[src/rtl/fetch_sequencer_pkg.sv]
// Shared CPU fetch definitions: widths, default parameters and fetch FSM states.
package fetch_sequencer_pkg;

   localparam int PC_W   = 12;
   localparam int INST_W = 16;
   localparam int BUF_W  = PC_W + INST_W;

   localparam logic [PC_W-1:0]   DEF_RESET_PC  = 12'h000;
   localparam logic [INST_W-1:0] DEF_HALT_WORD = 16'h0000;

   typedef enum logic [1:0] {
      IDLE = 2'd0,
      RUN  = 2'd1,
      HALT = 2'd2
   } fetch_state_t;

endpackage

[src/rtl/fetch_sequencer_if.sv]
// Fetch-side bundle: instruction-memory read port, redirect strobe and instruction stream.
interface fetch_sequencer_if;
   import fetch_sequencer_pkg::*;

   logic [PC_W-1:0]   o_pc;
   logic              o_mem_en;
   logic [INST_W-1:0] i_mem_inst;
   logic              i_redirect;
   logic [PC_W-1:0]   i_redirect_pc;
   logic [INST_W-1:0] o_inst;
   logic [PC_W-1:0]   o_inst_pc;
   logic              o_inst_valid;
   logic              i_inst_ready;
   logic              o_halt;

   modport master (
      output o_pc, o_mem_en, o_inst, o_inst_pc, o_inst_valid, o_halt,
      input  i_mem_inst, i_redirect, i_redirect_pc, i_inst_ready
   );

   modport slave (
      input  o_pc, o_mem_en, o_inst, o_inst_pc, o_inst_valid, o_halt,
      output i_mem_inst, i_redirect, i_redirect_pc, i_inst_ready
   );

endinterface

[src/rtl/fetch_buf.sv]
// Two-entry instruction buffer holding {pc, inst}; flush empties it in one edge.
module fetch_buf
   import fetch_sequencer_pkg::*;
#(
   parameter int W = BUF_W
) (
   input  logic         i_clk,
   input  logic         i_reset,
   input  logic         i_flush,
   input  logic         i_enq,
   input  logic [W-1:0] i_enq_data,
   input  logic         i_deq,
   output logic [W-1:0] o_head,
   output logic         o_valid,
   output logic [1:0]   o_count
);

   logic [W-1:0] slot [2];
   logic         wr_ptr;
   logic         rd_ptr;
   logic [1:0]   count;

   always_ff @(posedge i_clk or negedge i_reset) begin
      if (!i_reset) begin
         slot[0] <= '0;
         slot[1] <= '0;
         wr_ptr  <= 1'b0;
         rd_ptr  <= 1'b0;
         count   <= 2'd0;
      end else if (i_flush) begin
         wr_ptr <= 1'b0;
         rd_ptr <= 1'b0;
         count  <= 2'd0;
      end else begin
         if (i_enq) begin
            slot[wr_ptr] <= i_enq_data;
            wr_ptr       <= ~wr_ptr;
         end
         if (i_deq) rd_ptr <= ~rd_ptr;
         count <= count + {1'b0, i_enq} - {1'b0, i_deq};
      end
   end

   assign o_head  = slot[rd_ptr];
   assign o_valid = (count != 2'd0);
   assign o_count = count;

endmodule

[src/rtl/fetch_sequencer.sv]
// Instruction fetch sequencer: keeps a 2-deep buffer topped up from a 1-cycle memory,
// handles redirects and stops on the HALT word.
module fetch_sequencer
   import fetch_sequencer_pkg::*;
#(
   parameter logic [PC_W-1:0]   RESET_PC  = DEF_RESET_PC,
   parameter logic [INST_W-1:0] HALT_WORD = DEF_HALT_WORD
) (
   input  logic               i_clk,
   input  logic               i_reset,
   fetch_sequencer_if.master  bus
);

   fetch_state_t     state, state_nxt;
   logic [PC_W-1:0]  pc;
   logic [PC_W-1:0]  pc_p1;
   logic             vld_p1;
   logic             stale_p1;
   logic             live_p1;
   logic             mem_en;
   logic             enq;
   logic             deq;
   logic             halt_hit;
   logic [1:0]       count;
   logic [1:0]       occ;
   logic             buf_valid;
   logic [BUF_W-1:0] head;

   assign live_p1  = vld_p1 & ~stale_p1;
   assign deq      = buf_valid & bus.i_inst_ready;
   assign enq      = live_p1 & ~bus.i_redirect;
   assign halt_hit = enq & (bus.i_mem_inst == HALT_WORD);
   assign occ      = count + {1'b0, live_p1} - {1'b0, deq};

   always_comb begin
      state_nxt = state;
      mem_en    = 1'b0;
      case (state)
         IDLE: state_nxt = RUN;
         RUN: begin
            mem_en = (occ < 2'd2);
            if (halt_hit) state_nxt = HALT;
         end
         HALT:    state_nxt = HALT;
         default: state_nxt = IDLE;
      endcase
      if (bus.i_redirect) begin
         state_nxt = RUN;
         mem_en    = 1'b0;
      end
   end

   // issue stage -> response stage
   always_ff @(posedge i_clk or negedge i_reset) begin
      if (!i_reset) begin
         state    <= IDLE;
         pc       <= RESET_PC;
         vld_p1   <= 1'b0;
         stale_p1 <= 1'b0;
      end else begin
         state <= state_nxt;
         if (bus.i_redirect) begin
            pc       <= bus.i_redirect_pc;
            vld_p1   <= 1'b0;
            stale_p1 <= 1'b1;
         end else begin
            vld_p1 <= mem_en;
            // the read issued alongside the HALT word must never reach the buffer
            stale_p1 <= halt_hit;
            if (mem_en) pc <= pc + PC_W'(1);
         end
      end
   end

   always_ff @(posedge i_clk) begin
      if (mem_en) pc_p1 <= pc;
   end

   fetch_buf #(.W(BUF_W)) u_buf (
      .i_clk      (i_clk),
      .i_reset    (i_reset),
      .i_flush    (bus.i_redirect),
      .i_enq      (enq),
      .i_enq_data ({pc_p1, bus.i_mem_inst}),
      .i_deq      (deq),
      .o_head     (head),
      .o_valid    (buf_valid),
      .o_count    (count)
   );

   assign bus.o_pc         = pc;
   assign bus.o_mem_en     = mem_en;
   assign bus.o_inst       = head[INST_W-1:0];
   assign bus.o_inst_pc    = head[BUF_W-1:INST_W];
   assign bus.o_inst_valid = buf_valid;
   assign bus.o_halt       = (state == HALT) && (count == 2'd0);

endmodule
[src/flat_wrapper.sv]
// flat-port wrapper written by rule: the top's interface ports become plain ports
module fetch_sequencer_flat import fetch_sequencer_pkg::*;
#(
   parameter logic [PC_W-1:0]   RESET_PC  = DEF_RESET_PC,
   parameter logic [INST_W-1:0] HALT_WORD = DEF_HALT_WORD
)
  (i_clk, i_reset, bus_o_pc, bus_o_mem_en, bus_o_inst, bus_o_inst_pc, bus_o_inst_valid, bus_o_halt, bus_i_mem_inst, bus_i_redirect, bus_i_redirect_pc, bus_i_inst_ready);
  fetch_sequencer_if bus_i ();
  input  logic i_clk;
  input  logic i_reset;
  output wire logic [$bits(bus_i.o_pc)-1:0] bus_o_pc;
  output wire logic [$bits(bus_i.o_mem_en)-1:0] bus_o_mem_en;
  output wire logic [$bits(bus_i.o_inst)-1:0] bus_o_inst;
  output wire logic [$bits(bus_i.o_inst_pc)-1:0] bus_o_inst_pc;
  output wire logic [$bits(bus_i.o_inst_valid)-1:0] bus_o_inst_valid;
  output wire logic [$bits(bus_i.o_halt)-1:0] bus_o_halt;
  input wire logic [$bits(bus_i.i_mem_inst)-1:0] bus_i_mem_inst;
  input wire logic [$bits(bus_i.i_redirect)-1:0] bus_i_redirect;
  input wire logic [$bits(bus_i.i_redirect_pc)-1:0] bus_i_redirect_pc;
  input wire logic [$bits(bus_i.i_inst_ready)-1:0] bus_i_inst_ready;
  assign bus_o_pc = bus_i.o_pc;
  assign bus_o_mem_en = bus_i.o_mem_en;
  assign bus_o_inst = bus_i.o_inst;
  assign bus_o_inst_pc = bus_i.o_inst_pc;
  assign bus_o_inst_valid = bus_i.o_inst_valid;
  assign bus_o_halt = bus_i.o_halt;
  assign bus_i.i_mem_inst = bus_i_mem_inst;
  assign bus_i.i_redirect = bus_i_redirect;
  assign bus_i.i_redirect_pc = bus_i_redirect_pc;
  assign bus_i.i_inst_ready = bus_i_inst_ready;
  fetch_sequencer #(.RESET_PC(RESET_PC), .HALT_WORD(HALT_WORD)) u_core (.i_clk(i_clk), .i_reset(i_reset), .bus(bus_i));
endmodule
[config.mk]
export PLATFORM = sky130hd
export DESIGN_NAME = fetch_sequencer_flat
export DESIGN_NICKNAME = d
export VERILOG_FILES = /design/src/rtl/fetch_sequencer_pkg.sv /design/src/rtl/fetch_sequencer_if.sv /design/src/rtl/fetch_buf.sv /design/src/rtl/fetch_sequencer.sv /design/src/flat_wrapper.sv
export SDC_FILE = /design/constraint.sdc
export NUM_CORES = 1
export LEC_CHECK = 0
export ABC_CLOCK_PERIOD_IN_PS = 2200
export CORE_ASPECT_RATIO = 1.25
export CORE_MARGIN = 3
export CORE_UTILIZATION = 55
export CTS_BUF_LIST = sky130_fd_sc_hd__clkbuf_4 sky130_fd_sc_hd__clkbuf_8
export DETAILED_ROUTE_END_ITERATION = 7
export DONT_BUFFER_PORTS = 1
export HOLD_SLACK_MARGIN = 0.12
export PLACE_DENSITY_LB_ADDON = 0.1
export SYNTH_ARGS = -nofsm -noshare
export SYNTH_HDL_FRONTEND = slang
export SYNTH_SLANG_ARGS = --single-unit
[constraint.sdc]
create_clock -name i_clk -period 2.2 [get_ports i_clk]
set_input_delay 0.33 -clock i_clk [delete_from_list [all_inputs] [get_ports i_clk]]
set_output_delay 0.33 -clock i_clk [all_outputs]
set_load 0.03 [all_outputs]
==> results.sh, run 1 <==
export IMPL_grt_use_total_pct=21.07
export IMPL_combPwrFrac_pct=38.2
export IMPL_p_leak_nw=1.992
export IMPL_synth_edff_count=12
export IMPL_critPathTopFamily="simple AND/OR/NAND/NOR gates"
export IMPL_drc=0
export IMPL_cts_num_sinks=88
export IMPL_nNetsFinal=370
export IMPL_syn_to_final_growth_pct=18.91
export IMPL_post_place_ws_ps=279.8
export IMPL_max_freq_ghz=0.4793
export IMPL_core_area_um2=6730
export IMPL_seqPwrFrac_pct=42.5
export IMPL_cp_max_fo=11
export IMPL_worst_path_max_delay_cell="a211o_2"
export IMPL_cts_buffer_depth=2
export IMPL_antenna_cells=0
export IMPL_drv_cap=0
export IMPL_io_pins=75
export IMPL_hold_viol=0
export IMPL_die_area_um2=8202
export IMPL_routed_wl_um=7891
export IMPL_drive_above_1_share_pct=37.09
export IMPL_synth_seq_area_share_pct=57.56
export IMPL_netSwitchingFraction_pct=37.67
export IMPL_synthArstFlopShare_pct=86.36
export IMPL_period_minus_slack_ps=2087
export IMPL_synthFlopType="dfrtp_1"
export IMPL_synth_seq_cells=88
export IMPL_grt_first_pass_wirelength_um=12990
export IMPL_path_cells="nand2b_1 > a211o_2 > nand3_4 > nor2_4 > buf_12"
export IMPL_grt_max_degree=77
export IMPL_vias=2441
export IMPL_start_kind="flip-flop"
export IMPL_slew_viol_final=0
export IMPL_seq_area_um2=2262
export IMPL_synth_distinct_cells=35
export IMPL_worstPathRequired_ps=1870
export IMPL_synth_nets=328
export IMPL_drt_initial_drc_count=94
export IMPL_drt_first_pass_iters=4
export IMPL_gr_total_overflow=0
export IMPL_gp_congestion=0.7807
export IMPL_io_buffer_count=0
export IMPL_slew_headroom_pct=63.74
export IMPL_row_count=33
export IMPL_grt_pass1_vias=2592
export IMPL_dp_hpwl_um=5178
export IMPL_die_w_um=81.61
export IMPL_setup_ws_ps=113.5
export IMPL_netlist_instances=290
export IMPL_synth_area_um2=3930
export IMPL_ys_warn_count=0
export IMPL_cts_tree="done"
export IMPL_rsz0062_at_grt="false"
export IMPL_setup_viol=0
export IMPL_nFillCells=483
export IMPL_hold_class="input pin to flip-flop"
export IMPL_p_clk_share_pct=19.3
export IMPL_crit_type="flip-flop to output port"
export IMPL_intPower_mw=3.958
export IMPL_via_per_inst=5.757
export IMPL_clkSlewWorstSetupHoldPaths_ps=80
export IMPL_synth_avg_cell_area_um2=13.55
export IMPL_clock_latency_ps=350
export IMPL_p_per_area_nw_per_um2=1359
export IMPL_start_util_pct=58.39
export IMPL_fin_area_um2=4673
export IMPL_cts_root_buffer="clkbuf_8"
export IMPL_htree_levels=3
export IMPL_tightest_slew_ps=541.9
export IMPL_path_buf_inv=1
export IMPL_worst_hold_slack_ps=134.8
export IMPL_total_power_mw=6.350
export IMPL_peakVddDrop_mv=0.7201
export IMPL_status="finished, final reports clean"
export IMPL_fp_dieH_um=100.5
export IMPL_multi_input_area_um2=1592
export IMPL_min_period_over_period_pct=94.84
export IMPL_slowest_delay_ps=400
export IMPL_antenna_found_initial=0
export IMPL_arrival_ps=1760
export IMPL_wl_per_cell_um=18.61
export IMPL_power_switching_mw=2.392
export IMPL_cts_buffers=9
export IMPL_placed_cell_area_um2=4135
export IMPL_final_setup_skew_ps=6.718
export IMPL_cp_end_kind="output port"
export IMPL_postRouteAntennaNets=0
export IMPL_tns_ps=0
## per-layer routing
layer	global-route usage (%)	up-vias	share of wire [%]
met2	33.63	57	49
met1	26.99	1245	44
met5	0	-	0
met4	8.824	0	1.6
li1	-	1129	-
met3	5.725	10	5.6
## layout by cell type, fill, tap and decap left out, types with 2 or more instances in the layout
cell type	synthesis	final
xor2_1	3	3
nor2_1	16	15
or3_1	4	4
mux2i_1	3	3
dfrtp_1	76	76
o21ai_0	7	7
buf_4	0	10
o31ai_1	3	3
nand3_1	5	5
nor2_2	2	2
ha_1	6	6
mux2_2	84	84
edfxtp_1	12	12
nand2b_1	4	4
dlygate4sd3_1	0	27
nand4_1	4	4
xnor2_1	4	4
inv_1	10	10
clkbuf_8	0	9
or4_1	4	4
bufinv_16	0	2
buf_12	0	4
nor4_1	4	4
clkbuf_4	0	2
a31oi_1	7	7
nand2_1	10	10
## layout make-up
| class | count | area share [%] |
|---|---|---|
| clock inverters | 5 | 1.740 |
| inverters | 10 | 0.8032 |
| multi-input cells | 181 | 34.06 |
| clock buffers | 11 | 2.972 |
| flip-flops and latches | 88 | 48.41 |
| repair buffers | 42 | 9.692 |
| well taps | 87 | 2.329 |
## registers in the layout, summed over array words and instances, names as in the netlist
name and cells:
u_core.u_buf.rd_ptr 1, u_core.stale_p1 1, u_core.vld_p1 1, u_core.u_buf.o_count 2, u_core.pc_p1 12, u_core.bus.o_pc 12
u_core.u_buf.slot 56, u_core.state 2, u_core.u_buf.wr_ptr 1
## cell usage after synthesis (all sizes together) (4+ instances only)
cell | n | area share [%]
a31oi | 7 | 1.1
nand2b | 4 | 0.64
dfrtp | 76 | 48
inv | 10 | 0.96
nand2 | 10 | 0.96
edfxtp | 12 | 9.2
clkbuf | 5 | 0.48
buf | 6 | 0.89
ha | 6 | 1.9
nand4 | 4 | 0.64
o21ai | 7 | 0.89
or3 | 4 | 0.64
or4 | 4 | 0.76
xnor2 | 4 | 0.89
mux2 | 85 | 24
nand3 | 6 | 0.89
nor2 | 18 | 1.8
nor4 | 4 | 0.64
## through the flow
stage	instances	utilization, %
floorplan	290	-
global placement	379	61.44
detailed placement	379	61.44
CTS	422	69.03
global route	424	69.44
finish	424	69.44
## worst paths after layout
check / startpoint / end / slack [ps] / depth (start not counted)
setup / recovery: u_core.stale_p1 / bus_o_mem_en / 110 / 5
setup reg to reg: u_core.u_buf.o_count[1] / u_core.u_buf.o_count[1] / 240 / 8
hold / removal: bus_i_redirect_pc[5] / u_core.bus.o_pc[5] / 130 / 2
hold reg to reg: u_core.u_buf.slot[27] / u_core.u_buf.slot[27] / 510 / 1
min in group asynchronous: i_reset / u_core.u_buf.slot[23] / 520 / 2
max in group asynchronous: i_reset / u_core.bus.o_pc[11] / 1340 / 2
## kinds of logic (layout without fill, tap and decap cells)
logic type / Yosys count / count (layout) / share of synthesized area [%]
AOI/OAI and AO/OA: 21 / 21 / 3.438
buffers and inverters: 21 / 68 / 2.324
xor gates and xnor gates: 7 / 7 / 1.560
and+or+nand+nor: 59 / 59 / 7.991
DFF: 88 / 88 / 57.56
adders and majority gates: 6 / 6 / 1.910
muxes: 88 / 88 / 25.21
## power by group through the flow
stage               clock [mW]  combinational, mW  sequential (mW)
floorplan                    0               1.99             2.64
global placement             0               2.30             2.70
detailed placement           0               2.34             2.73
CTS                       1.25               2.44             2.70
global route              1.33               2.61             2.79
finish                    1.23               2.43             2.70
## what timing repair did
| item | in CTS | in global routing |
|---|---|---|
| endpoints found under the hold margin | 118 | 2 |
| hold buffers | 26 | 2 |
| pin swaps | 1 | 0 |
| setup endpoints to repair | 1 | 1 |
| gates resized for setup | 1 | 1 |
| setup buffers | 1 | 0 |
No activity file was read; power rests on OpenSTA's default activity.
==> inputs of run 2 (changes only) <==
--- a/config.mk
+++ b/config.mk
@@ -5,7 +5,7 @@
 export SDC_FILE = /design/constraint.sdc
 export NUM_CORES = 1
 export LEC_CHECK = 0
-export ABC_CLOCK_PERIOD_IN_PS = 2200
+export ABC_CLOCK_PERIOD_IN_PS = 2100
 export CORE_ASPECT_RATIO = 1.25
 export CORE_MARGIN = 3
 export CORE_UTILIZATION = 55
==> constraint.sdc (replaced) <==
create_clock -name i_clk -period 2.1 [get_ports i_clk]
set_input_delay 0.315 -clock i_clk [delete_from_list [all_inputs] [get_ports i_clk]]
set_output_delay 0.315 -clock i_clk [all_outputs]
set_load 0.03 [all_outputs]
==> run 2 against run 1 <==
Compared with the run above: design area grew 0.59%; via count shrank 1.2%; wire length shrank 0.82%; register-to-register slack lost 70 ps.
==> results.sh, run 2 (synthesis results as in run 1) <==
export IMPL_final_common_cell="mux2_2"
export IMPL_period_minus_slack_ps=1970
export IMPL_fp_dieH_um=100.5
export IMPL_max_freq_ghz=0.5075
export IMPL_die_w_um=81.61
export IMPL_seq_area_um2=2262
export IMPL_cp_max_fo=9
export IMPL_nFillCells=471
export IMPL_cts_buffers=9
export IMPL_min_period_over_period_pct=93.83
export IMPL_post_place_ws_ps=183.4
export IMPL_cts_num_sinks=88
export IMPL_gr_total_overflow=0
export IMPL_io_pins=75
export IMPL_grt_pass1_vias=2494
export IMPL_io_buffer_count=0
export IMPL_htree_levels=3
export IMPL_cts_tree="done"
export IMPL_largest_reg_flops=56
export IMPL_drc=0
export IMPL_drv_cap=0
export IMPL_start_kind="flip-flop"
export IMPL_p_leak_nw=2.006
export IMPL_cts_root_buffer="clkbuf_8"
export IMPL_setup_ws_ps=129.5
export IMPL_worstPathRequired_ps=1780
export IMPL_path_cells="nand2b_1 > a211o_2 > nand3_4 > nor2_4 > buf_4"
export IMPL_cts_buffer_depth=2
export IMPL_dp_hpwl_um=5233
export IMPL_clock_latency_ps=340
export IMPL_wl_met3_um=514
export IMPL_syn_to_final_growth_pct=19.61
export IMPL_via_per_inst=5.583
export IMPL_multi_input_area_um2=1592
export IMPL_slew_headroom_pct=67.66
export IMPL_final_cell_mix="84 x mux2_2, 76 x dfrtp_1, 27 x dlygate4sd3_1"
export IMPL_grt_first_pass_wirelength_um=12590
export IMPL_status="finished, final reports clean"
export IMPL_top_layer_used="met4"
export IMPL_tightest_slew_ps=480.6
export IMPL_grt_max_degree=77
export IMPL_antenna_cells=0
export IMPL_fin_area_um2=4701
export IMPL_placed_cell_area_um2=4160
export IMPL_hold_viol=0
export IMPL_crit_type="flip-flop to output port"
export IMPL_grt_use_total_pct=20.43
export IMPL_postLayoutCoreUtil_pct=69.85
export IMPL_peakVddDrop_mv=0.8294
export IMPL_final_setup_skew_ps=8.197
export IMPL_die_area_um2=8202
export IMPL_slew_viol_final=0
export IMPL_rsz0062_at_grt="false"
export IMPL_gp_congestion=0.7942
export IMPL_antenna_found_initial=0
export IMPL_met1Wirelength_um=3255
export IMPL_start_util_pct=58.39
export IMPL_nNetsFinal=378
export IMPL_worst_path_max_delay_cell="dfrtp_1"
export IMPL_tns_ps=0
export IMPL_fin_cells=432
export IMPL_total_power_mw=6.619
export IMPL_top_register="u_core.u_buf.slot"
export IMPL_core_area_um2=6730
export IMPL_worst_hold_slack_ps=134.7
export IMPL_routed_wl_um=7826
export IMPL_cp_end_kind="output port"
export IMPL_critPathTopFamily="simple AND/OR/NAND/NOR gates"
export IMPL_vias=2412
export IMPL_p_per_area_nw_per_um2=1408
export IMPL_drt_first_pass_iters=4
export IMPL_postRouteAntennaNets=0
export IMPL_drt_initial_drc_count=115
export IMPL_slowest_delay_ps=390
export IMPL_wl_met2_um=3956
export IMPL_dp_cells=384
export IMPL_wl_per_cell_um=18.12
export IMPL_row_count=33
export IMPL_path_buf_inv=1
export IMPL_clkSlewWorstSetupHoldPaths_ps=80
export IMPL_arrival_ps=1660
export IMPL_drive_above_1_share_pct=38.55
export IMPL_setup_viol=0
export IMPL_hold_class="input pin to flip-flop"
==> run 2: cell types whose count changed in the layout (fill, tap and decap cells not counted), sizes merged <==
cell,previous run,this run
clkinvlp,1,4
buf,15,23
inv,10,11
clkinv,2,0
clkbuf,11,10
bufinv,2,1
==> run 2: final timing paths <==
path,start,to,slack (ps),cells past startpoint
worst max-delay path,u_core.stale_p1,bus_o_mem_en,130,5
worst min-delay path,bus_i_redirect_pc[1],u_core.bus.o_pc[1],130,2
worst max register to register,u_core.u_buf.o_count[1],u_core.u_buf.o_count[1],170,8
worst min register to register,u_core.u_buf.slot[52],u_core.u_buf.slot[52],510,1
max in group asynchronous,i_reset,u_core.u_buf.slot[28],1290,2
min in group asynchronous,i_reset,u_core.bus.o_pc[9],530,2
==> run 2: metal layers <==
metal,vias up,GRT usage (%)
met4,0,5.371
li1,1138,-
met3,8,6.530
met1,1208,26.75
met2,58,32.87
met5,-,0
==> run 2: final cells by class <==
| class | instances | share of cell area, % |
|---|---|---|
| Sequential cell | 88 | 48.12 |
| Tap cell | 87 | 2.316 |
| Clock inverter | 6 | 1.464 |
| Clock buffer | 10 | 2.795 |
| Multi-Input combinational cell | 181 | 33.86 |
| Inverter | 10 | 0.7985 |
| Timing Repair Buffer | 50 | 10.65 |
==> run 2: power by group <==
part	total [mW]	internal, mW	switching [mW]
clock	1.17	0.567	0.603
combinational	2.68	1.11	1.57
sequential	2.77	2.41	0.360
==> run 2: repair_timing <==
item,4_1_cts,5_1_grt
pin swaps,1,2
endpoints found under the hold margin,119,2
setup buffers,1,3
endpoints found under the setup margin,1,1
hold buffers,26,2
resized for setup,2,0
==> inputs of run 3 (changes only) <==
==> constraint.sdc (replaced) <==
create_clock -name i_clk -period 2.1 [get_ports i_clk]
set_input_delay 0.315 -clock i_clk [delete_from_list [all_inputs] [get_ports i_clk]]
set_output_delay 0.315 -clock i_clk [all_outputs]
set_load 0.05 [all_outputs]
==> run 3 against run 2 <==
Compared with the run above: design area is 0.75% lower; clock power up 5%; via count rose by 0.41%; combinational power grew 22%; sequential power barely moved; sequential share of layout area grew 0.36 points.
==> results.sh, run 3 (synthesis results as in run 1) <==
export IMPL_die_area_um2=8202
export IMPL_fp_dieH_um=100.5
export IMPL_gr_total_overflow=0
export IMPL_core_area_um2=6730
export IMPL_seq_area_um2=2262
export IMPL_setup_viol=0
export IMPL_htree_levels=3
export IMPL_netSwitchingFraction_pct=44.25
export IMPL_cts_buffer_depth=2
export IMPL_clkSlewWorstSetupHoldPaths_ps=90
export IMPL_hold_viol=0
export IMPL_nNetsFinal=378
export IMPL_row_count=33
export IMPL_drive_above_1_share_pct=38.84
export IMPL_dp_hpwl_um=5196
export IMPL_grt_max_degree=77
export IMPL_critPathLaunch="u_core.stale_p1"
export IMPL_critPathTopFamily="compound AO/OA/AOI/OAI gates"
export IMPL_postRouteAntennaNets=0
export IMPL_nFillCells=485
export IMPL_largest_reg_flops=56
export IMPL_crit_end="bus_o_mem_en"
export IMPL_final_cell_mix="84 x mux2_2, 76 x dfrtp_1, 26 x dlygate4sd3_1"
export IMPL_syn_to_final_growth_pct=18.72
export IMPL_drv_cap=0
export IMPL_final_common_cell="mux2_2"
export IMPL_top_register="u_core.u_buf.slot"
export IMPL_status="finished, final reports clean"
export IMPL_r2r_start="u_core.u_buf.o_count[1]"
export IMPL_combPwrFrac_pct=45.2
export IMPL_tightest_slew_ps=571.0
export IMPL_worstPathRequired_ps=1780
export IMPL_period_minus_slack_ps=2005
export IMPL_tns_ps=0
export IMPL_grt_first_pass_wirelength_um=13240
export IMPL_multi_input_area_um2=1587
export IMPL_antenna_cells=0
export IMPL_path_buf_inv=1
export IMPL_worst_path_max_delay_cell="a211o_2"
export IMPL_power_switching_mw=3.209
export IMPL_cp_max_fo=4
export IMPL_slowest_delay_ps=410
export IMPL_drt_first_pass_iters=6
export IMPL_via_per_inst=5.606
export IMPL_drt_initial_drc_count=110
export IMPL_arrival_ps=1690
export IMPL_p_clk_share_pct=17.0
export IMPL_seqPwrFrac_pct=37.9
export IMPL_max_freq_ghz=0.4987
export IMPL_cts_root_buffer="clkbuf_8"
export IMPL_rrSetupSlack_ps=140
export IMPL_start_kind="flip-flop"
export IMPL_peakVddDrop_mv=0.8901
export IMPL_grt_util_met1_pct=29.13
export IMPL_final_setup_skew_ps=12.80
export IMPL_gp_congestion=0.7988
export IMPL_dp_cells=388
export IMPL_r2r_end="u_core.u_buf.o_count[1]"
export IMPL_grt_pass1_vias=2575
export IMPL_p_leak_nw=2.014
export IMPL_met3_usage_pct=4.114
export IMPL_io_pins=75
export IMPL_slew_viol_final=0
export IMPL_cts_num_sinks=88
export IMPL_fin_cells=432
export IMPL_io_buffer_count=0
export IMPL_path_cells="nand2b_1 > a211o_2 > nand3_4 > nor2_2 > buf_4"
export IMPL_vias=2422
export IMPL_drc=0
export IMPL_cp_num_cells=5
export IMPL_top_usage_layer="met2"
export IMPL_clock_latency_ps=350
export IMPL_worstRegToRegCells=8
export IMPL_p_per_area_nw_per_um2=1555
export IMPL_slew_headroom_pct=61.93
export IMPL_grtUsageMet2_pct=33.94
export IMPL_cp_end_kind="output port"
export IMPL_die_w_um=81.61
export IMPL_intPower_mw=4.044
export IMPL_crit_type="flip-flop to output port"
export IMPL_min_period_over_period_pct=95.49
export IMPL_routed_wl_um=7925
export IMPL_grt_use_total_pct=21.25
export IMPL_antenna_found_initial=0
export IMPL_hold_class="input pin to flip-flop"
export IMPL_wl_per_cell_um=18.34
export IMPL_cts_buffers=9
export IMPL_cts_tree="done"
export IMPL_start_util_pct=58.39
export IMPL_rsz0062_at_grt="false"
run 3: changes by cell type in the layout (fill, tap and decap cells not counted), sizes merged:
cell	previous run	this run
inv	11	15
clkinvlp	4	1
buf	23	24
clkbuf	10	9
dlygate4sd3	27	26
run 3: layout make-up:
cell class / count / area share [%]
Clock buffer: 9 / 2.655
Clock inverter: 7 / 1.850
Inverter: 10 / 0.8045
Multi-Input combinational cell: 181 / 34.00
Sequential cell: 88 / 48.48
Tap cell: 87 / 2.333
Timing Repair Buffer: 50 / 9.869
run 3: repair_timing:
action / in CTS / in global routing
gates resized for setup: 1 / 0
hold endpoints to repair: 121 / 0
endpoints found under the setup margin: 1 / 0
buffers inserted: 1 / 0
hold buffers: 27 / 0
run 3: worst min path at each step:
stage | startpoint | to | slack [ps] | cells past startpoint
5_1_grt | bus_i_redirect | u_core.bus.o_pc[4] | 130 | 2
3_3_place_gp | i_reset | u_core.u_buf.slot[23] | 20 | 0
2_1_floorplan | i_reset | u_core.bus.o_pc[0] | 20 | 0
4_1_cts | bus_i_redirect | u_core.bus.o_pc[4] | 130 | 2
3_5_place_dp | i_reset | u_core.u_buf.slot[23] | 20 | 0
6_report | bus_i_redirect_pc[11] | u_core.bus.o_pc[11] | 140 | 2
run 3: layer usage:
| layer | up-vias | routed length [um] |
|---|---|---|
| met5 | - | 0 |
| met4 | 0 | 91 |
| met3 | 9 | 382 |
| met2 | 53 | 3960 |
| met1 | 1215 | 3491 |
| li1 | 1145 | - |
run 3: power groups by stage:
stage	combinational, mW	clock (mW)	sequential, mW
floorplan	2.65	0	2.84
global placement	3.13	0	2.74
detailed placement	3.18	0	2.78
CTS	3.30	1.26	2.75
global route	3.47	1.34	2.84
finish	3.28	1.23	2.75
run 3: through the flow:
stage               power [mW]  instance area (um^2)  hold WS, ps  setup WS (ps)  util [%]
detailed placement       5.957                  4153        21.07          201.4     61.70
global placement         5.872                  4153        21.63          232.4     61.70
global route             7.647                  4666        132.7          10.23     69.33
CTS                      7.313                  4666        127.4          85.41     69.33
finish                   7.254                  4666        136.4          94.76     69.33
floorplan                5.483                  3933        19.41          40.88         -
run 3: worst register-to-register path, delay by kind of cell, from the launching register on:
family / cells / cell delay, ps
XOR/XNOR: 2 / 320
flip-flops: 1 / 430
adder cells (fa/ha/maj): 2 / 420
buffers and inverters: 1 / 60
AND/OR/NAND/NOR: 3 / 610
